**src/rtl/add_pipe.sv**
```systemverilog
// Pipelined WIDTH-bit adder/subtractor: one CHUNK-bit slice per stage, carry rippling
// stage to stage through registers, valid/ready handshake with a global stall.
module add_pipe #(
    parameter int WIDTH = 8,
    parameter int CHUNK = 4
) (
    input  logic             clk,
    input  logic             rst_n,
    input  logic             in_valid,
    output logic             in_ready,
    input  logic [WIDTH-1:0] a,
    input  logic [WIDTH-1:0] b,
    input  logic             ci,
    input  logic             sub,
    output logic             out_valid,
    input  logic             out_ready,
    output logic [WIDTH-1:0] x,
    output logic             co,
    output logic             ovf
);
    localparam int N = (CHUNK > 0) ? WIDTH / CHUNK : 1;

    if (CHUNK < 1 || WIDTH < CHUNK || (WIDTH % CHUNK) != 0) begin : g_param_check
        $error("add_pipe: WIDTH (%0d) must be a positive multiple of CHUNK (%0d)", WIDTH, CHUNK);
    end

    // Stage k holds sum chunks 0..k, the carry out of chunk k, and the operands:
    // upper chunks still to be summed, MSBs kept for the overflow test.
    logic [N-1:0]            s_valid;
    logic [N-1:0]            s_carry;
    logic [N-1:0][WIDTH-1:0] s_sum;
    logic [N-1:0][WIDTH-1:0] s_a;
    logic [N-1:0][WIDTH-1:0] s_b;

    logic [N-1:0]            src_valid;
    logic [N-1:0]            src_carry;
    logic [N-1:0][WIDTH-1:0] src_sum;
    logic [N-1:0][WIDTH-1:0] src_a;
    logic [N-1:0][WIDTH-1:0] src_b;

    logic [N-1:0]            nxt_carry;
    logic [N-1:0][WIDTH-1:0] nxt_sum;
    logic                    stall;

    // Stage 0 sees the ports (subtract folded into b' and c0); stage k sees stage k-1.
    always_comb begin
        // NOTE: every combinational output gets a full default first so no path can
        // leave bits unassigned and infer a latch.
        src_valid = '0;
        src_carry = '0;
        src_sum   = '0;
        src_a     = '0;
        src_b     = '0;

        src_valid[0] = in_valid;
        src_a[0]     = a;
        src_b[0]     = sub ? ~b : b;
        src_carry[0] = sub ? ~ci : ci;
        for (int k = 1; k < N; k++) begin
            src_valid[k] = s_valid[k-1];
            src_carry[k] = s_carry[k-1];
            src_sum[k]   = s_sum[k-1];
            src_a[k]     = s_a[k-1];
            src_b[k]     = s_b[k-1];
        end
    end

    always_comb begin
        logic [CHUNK:0] part;
        part      = '0;
        nxt_sum   = '0;
        nxt_carry = '0;
        for (int k = 0; k < N; k++) begin
            part = {1'b0, src_a[k][k*CHUNK +: CHUNK]}
                 + {1'b0, src_b[k][k*CHUNK +: CHUNK]}
                 + {{CHUNK{1'b0}}, src_carry[k]};
            nxt_sum[k]                    = src_sum[k];
            nxt_sum[k][k*CHUNK +: CHUNK]  = part[CHUNK-1:0];
            nxt_carry[k]                  = part[CHUNK];
        end
    end

    // NOTE: the stage registers are a handful of flops rather than a memory array, and
    // the outputs must read zero out of reset, so all of them are reset, not just valid.
    always_ff @(posedge clk) begin
        if (!rst_n) begin
            s_valid <= '0;
            s_carry <= '0;
            s_sum   <= '0;
            s_a     <= '0;
            s_b     <= '0;
        end else if (!stall) begin
            // NOTE: non-blocking so every stage advances from the pre-edge values.
            s_valid <= src_valid;
            for (int k = 0; k < N; k++) begin
                // Operands are sampled only on an accepting edge; stall is already 0 here.
                if (k != 0 || in_valid) begin
                    s_sum[k]   <= nxt_sum[k];
                    s_carry[k] <= nxt_carry[k];
                    s_a[k]     <= src_a[k];
                    s_b[k]     <= src_b[k];
                end
            end
        end
    end

    assign out_valid = s_valid[N-1];
    assign stall     = out_valid && !out_ready;
    assign in_ready  = !stall;
    assign x         = s_sum[N-1];
    assign co        = s_carry[N-1];
    assign ovf       = (s_a[N-1][WIDTH-1] == s_b[N-1][WIDTH-1]) &&
                       (x[WIDTH-1] != s_a[N-1][WIDTH-1]);

    // Only the MSBs of the last stage's operands are consumed.
    logic unused_operand_bits;
    assign unused_operand_bits = ^{s_a[N-1], s_b[N-1]};

endmodule

```
**config.mk**
```make
export PLATFORM = sky130hd
export DESIGN_NAME = add_pipe
export DESIGN_NICKNAME = d
export VERILOG_FILES = /design/src/rtl/add_pipe.sv
export SDC_FILE = /design/constraint.sdc
export NUM_CORES = 1
export LEC_CHECK = 0
export CORE_MARGIN = 1.5
export CORE_UTILIZATION = 40
export DETAILED_ROUTE_END_ITERATION = 7
export PLACE_DENSITY = 0.69
export SLEW_MARGIN = 20
export SYNTH_ARGS = -nofsm -noshare
export SYNTH_HDL_FRONTEND = slang
export SYNTH_SLANG_ARGS = --single-unit
```
**constraint.sdc**
```tcl
create_clock -name clk -period 2.1 [get_ports clk]
set_input_delay 0.42 -clock clk [delete_from_list [all_inputs] [get_ports clk]]
set_output_delay 0.42 -clock clk [all_outputs]
set_load 0.02 [all_outputs]
```
Word-level counts from Yosys, hierarchy flattened

Index checks and enable logic that the tools add are counted.

Output and inout bits: 12
Register bits after elaboration: 48
Bits of input ports: 22

Add/subtract/negate cells: 4
Mux-type cells: 2
Reduce and logical (&&, ||, !) cells: 5
Equality and inequality tests: 2
Bitwise gates (word level): 3

Operators by type and width:

| operator             | count |
|---|---|
| adder 4 x 4 -> 5 bit | 2 |
| adder 5 x 1 -> 5 bit | 2 |
| 2-to-1 mux 8 bit     | 1 |
| inverter 8 bit       | 1 |
| logical AND 1 bit    | 2 |
| logical NOT 1 bit    | 2 |
| inverter 1 bit       | 2 |
| AND reduction 2 bit  | 1 |
| equality test 1 bit  | 1 |
| 2-to-1 mux 1 bit     | 1 |
| != test 1 bit        | 1 |

Logic depth before layout (Yosys ltp)

Depth after elaboration: 4
Gate-level depth with buffers: 7
Mapped depth without buffers: 6

Worst setup path before layout

Ideal clock, no wire load.

Path kind: input port to flip-flop
Start: input sub
End: register s_carry[0]
Path buffers: 1
Cell stages on the path: 7
Setup slack: 15 ps
Data arrival time: 1955 ps
Cells stage by stage: buf_4 > xor2_1 > fa_1 > fa_1 > a21o_1 > a21oi_1 > a211oi_1

Cells in the longest elaborated chain, start to end: 3

RTL lines:

| what                            | RTL line | text |
|---|---|---|
| from (decl)                     | 14       | `input logic sub,` |
| 2-to-1 mux 8 bit                | 57       | `src_b[0] = sub ? ~b : b;` |
| adder 4 x 4 -> 5 bit            | 75       | `+ {1'b0, src_b[k][k*CHUNK +: CHUNK]}` |
| adder 5 x 1 -> 5 bit *          | 76       | `+ {{CHUNK{1'b0}}, src_carry[k]};` |
| to (signal, indexed assignment) | 99       | `s_carry[k] <= nxt_carry[k];` |
| to (decl)                       | 30       | `logic [N-1:0] s_carry;` |

Every way passes the cells marked *; elsewhere a longest branch is shown, timed or not.
A chain may end at the register's enable or synchronous reset.

Worst setup path after layout

Start: input out_ready
End: output in_ready

Cells in the longest elaborated chain, start to end: 3

RTL lines:

| what              | RTL line | text |
|---|---|---|
| from (decl)       | 16       | `input logic out_ready,` |
| logical NOT 1 bit | 108      | `assign stall = out_valid && !out_ready;` |
| logical AND 1 bit | 108      |  |
| logical NOT 1 bit | 109      | `assign in_ready = !stall;` |
| to (decl)         | 10       | `output logic in_ready,` |

Every way passes these cells.

==> reports/metrics.yaml <==
pwr:
  finalPower_w: 0.00113
  p_leak_nw: 0.675
  cellPowerDensity_nw_per_um2: 641
  ir_drop_mv: 0.276
worst_hold_path:
  min_to: "x[2]"
  hp-start: "nxt_sum[10]"
  min_path_cells: 2
  hp-class: "flip-flop to flip-flop"
synth:
  synth_commonest_cells: "dfxtp_1, a21oi_1, nand2_1"
  synth_area_per_cell_um2: 8.88
  synthFlopType: "dfxtp_1"
  synth_cell_type_count: 29
  synth_edf_count: 0
  synth_area_um2: 1330
  synth_nets: 182
  ys_seq_area_frac: 0.391
  synthTopCellsByArea: "dfxtp_1, a21oi_1, nand2_1"
  syn_inst: 150
  async_flop_share: 0
  yosysTopAreaCellShare: 0.391
  yosysTopAreaCell: "dfxtp_1"
  synth_warnings: 0
  synth_most_common_cell: "dfxtp_1"
  yosys_register_bits: 26
floorplan:
  die_w_um: 60.7
  die_area_um2: 3690
  io_pins: 34
  coreArea_um2: 3100
  start_util: 0.429
  rows: 20
  die_h_um: 60.7
routing:
  drtPass1Iterations: 4
  antenna_left: 0
  wirelength_um: 2850
  vias: 1161
  viasPerCell: 5.03
  wire_per_inst_um: 12.4
  post-route-drc-count: 0
  first_iter_violations: 29
critical_path:
  regToRegSetupSlack_ns: 0.50
  crit_chain: "clkdlybuf4s50_1, nor2b_4, inv_4, clkdlybuf4s50_1"
  arrival_ns: 1.64
  r2r_cells: 4
  cp_slowest_stage_delay_ns: 0.59
  critPathMaxFanout: 2
  start_kind: "input pin"
  slowest_stage: "clkdlybuf4s50_1"
  r2r_end: "x[5]"
  r2r-start: "s_carry[0]"
  worstSetupPathType: "input pin to output port"
  cpMostUsedCell: "clkdlybuf4s50_1"
  required_ns: 1.68
  cp-end-kind: "output port"
  crit_start: "out_ready"
sta:
  min_period_ns: 2.06
  fin_worst_skew_ns: 0.00706
  relSlewSlack: 0.809
  hold_viol_final: 0
  fin_crit_sh: 0.980
  tns_ns: 0
  setup_slack_ns: 0.0423
  rsz0062_at_grt: "no"
  worst_slew_pin_slew_ns: 0.286
  finalSetupViolCount: 0
  max_freq_ghz: 0.486
  slew_violations: 0
global_route:
  grt_first_pass_wirelength_um: 4760
  gr-total-overflow: 0
  grt_pass1_vias: 1094
  antenna_found_initial: 0
  grt_max_degree: 26
  grt.total_usage: 0.176
placement:
  port-buffer-count: 33
  pre_cts_ws_ns: -0.450
  globalplace.congestion: 0.797
  place_hpwl_um: 2200
  dp.cells: 227
clock_tree:
  root_buffer: "clkbuf_4"
  post_cts_resized: 1
  clk_pin_slew_ns: 0.13
  hold_buffers: 0
  cts_tree: "done"
  numCtsBuffers: 3
  cts_buffer_depth: 2
  cts_max_level: 1
  clkLatencyLatePin_ns: 0.33
  cts_setup_buffers: 0
  numClockSinks: 26
finish:
  antenna_cells: 0
  utilization: 0.567
  final.fill_count: 335
  area_growth_pct: 31.9
  final_nets: 220
  final_cells: 231
  final_layout_size_suffix_gt1_frac: 0.112
status:
  outcome: "finished clean"
flow_run:
  drv_cap: 0
-- cell type report --
type | count | area (um2) | share of cell area
multi-input combinational | 110 | 732 | 0.416
sequential | 26 | 520 | 0.296
timing repair buffer | 41 | 389 | 0.221
tap | 44 | 55.1 | 0.0313
clock buffer | 4 | 36.3 | 0.0206
inverter | 6 | 25.0 | 0.0142
-- worst max path at each step --
stage | to | slack (ns) | cells after the start
final | in_ready | 0.04 | 4
after global routing | in_ready | 0.006 | 4
after CTS | in_ready | 0.03 | 4
after detailed placement | s_carry[0] | -0.45 | 7
after global placement | s_carry[0] | -0.39 | 7
after floorplan | s_carry[0] | 0.02 | 7
-- registers in the layout, indices dropped and copies added, names as in the netlist --
register  count
x             8
s_a           5
s_b           5
nxt_sum       4
s_carry       2
s_valid       2
-- cells in the final DEF, fill, tap and decap left out, drive strengths merged --
cell and instances:
o211ai 1, a21oi 24, dfxtp 26, buf 8, fa 4, o21ai 9
nand2 23, nand2b 1, nand3 10, nor2 6, o221ai 1, xnor2 5
ha 6, dlygate4sd2 1, a21o 1, a2111o 2, xor2 6, clkdlybuf4s50 32
nor2b 2, inv 6, nand4 1, clkbuf 4, nor3 1, a211oi 7
-- through the flow --
| stage | cell area (um2) | hold WS, ns |
|---|---|---|
| 2_1_floorplan | 1330 | 0.433 |
| 3_3_place_gp | 1720 | 0.438 |
| 3_5_place_dp | 1720 | 0.449 |
| 4_1_cts | 1760 | 0.467 |
| 5_1_grt | 1760 | 0.490 |
| 6_report | 1760 | 0.465 |
-- metal layers --
metal  vias up  global-route usage  wire length [um]
met5         -                   0                 0
met4         0               0.112                95
met3         8              0.0171               132
met2        34               0.289              1380
met1       528               0.221              1250
li1        591                   -                 -
-- power by group --
| group | internal (W) | leakage, nW | total [W] | switching [W] |
|---|---|---|---|---|
| sequential | 0.000536 | 0.214 | 0.000562 | 0.0000253 |
| combinational | 0.000160 | 0.440 | 0.000307 | 0.000148 |
| clock | 0.000106 | 0.0210 | 0.000257 | 0.000151 |
-- worst max-delay path: cells and delay by family --
family | cells | cell delay [ns]
buffers and inverters | 3 | 1.15
and+or+nand+nor | 1 | 0.07
-- cell families (layout without fill, tap and decap cells) --
group | count (synthesis) | in the layout | synth area share
compound gates | 45 | 45 | 0.209
xor+xnor | 11 | 11 | 0.0723
fa+ha+maj | 10 | 10 | 0.116
buf+inv | 14 | 51 | 0.0620
flops | 26 | 26 | 0.391
simple gates | 44 | 44 | 0.149
No activity file was read; power rests on OpenSTA's default activity.
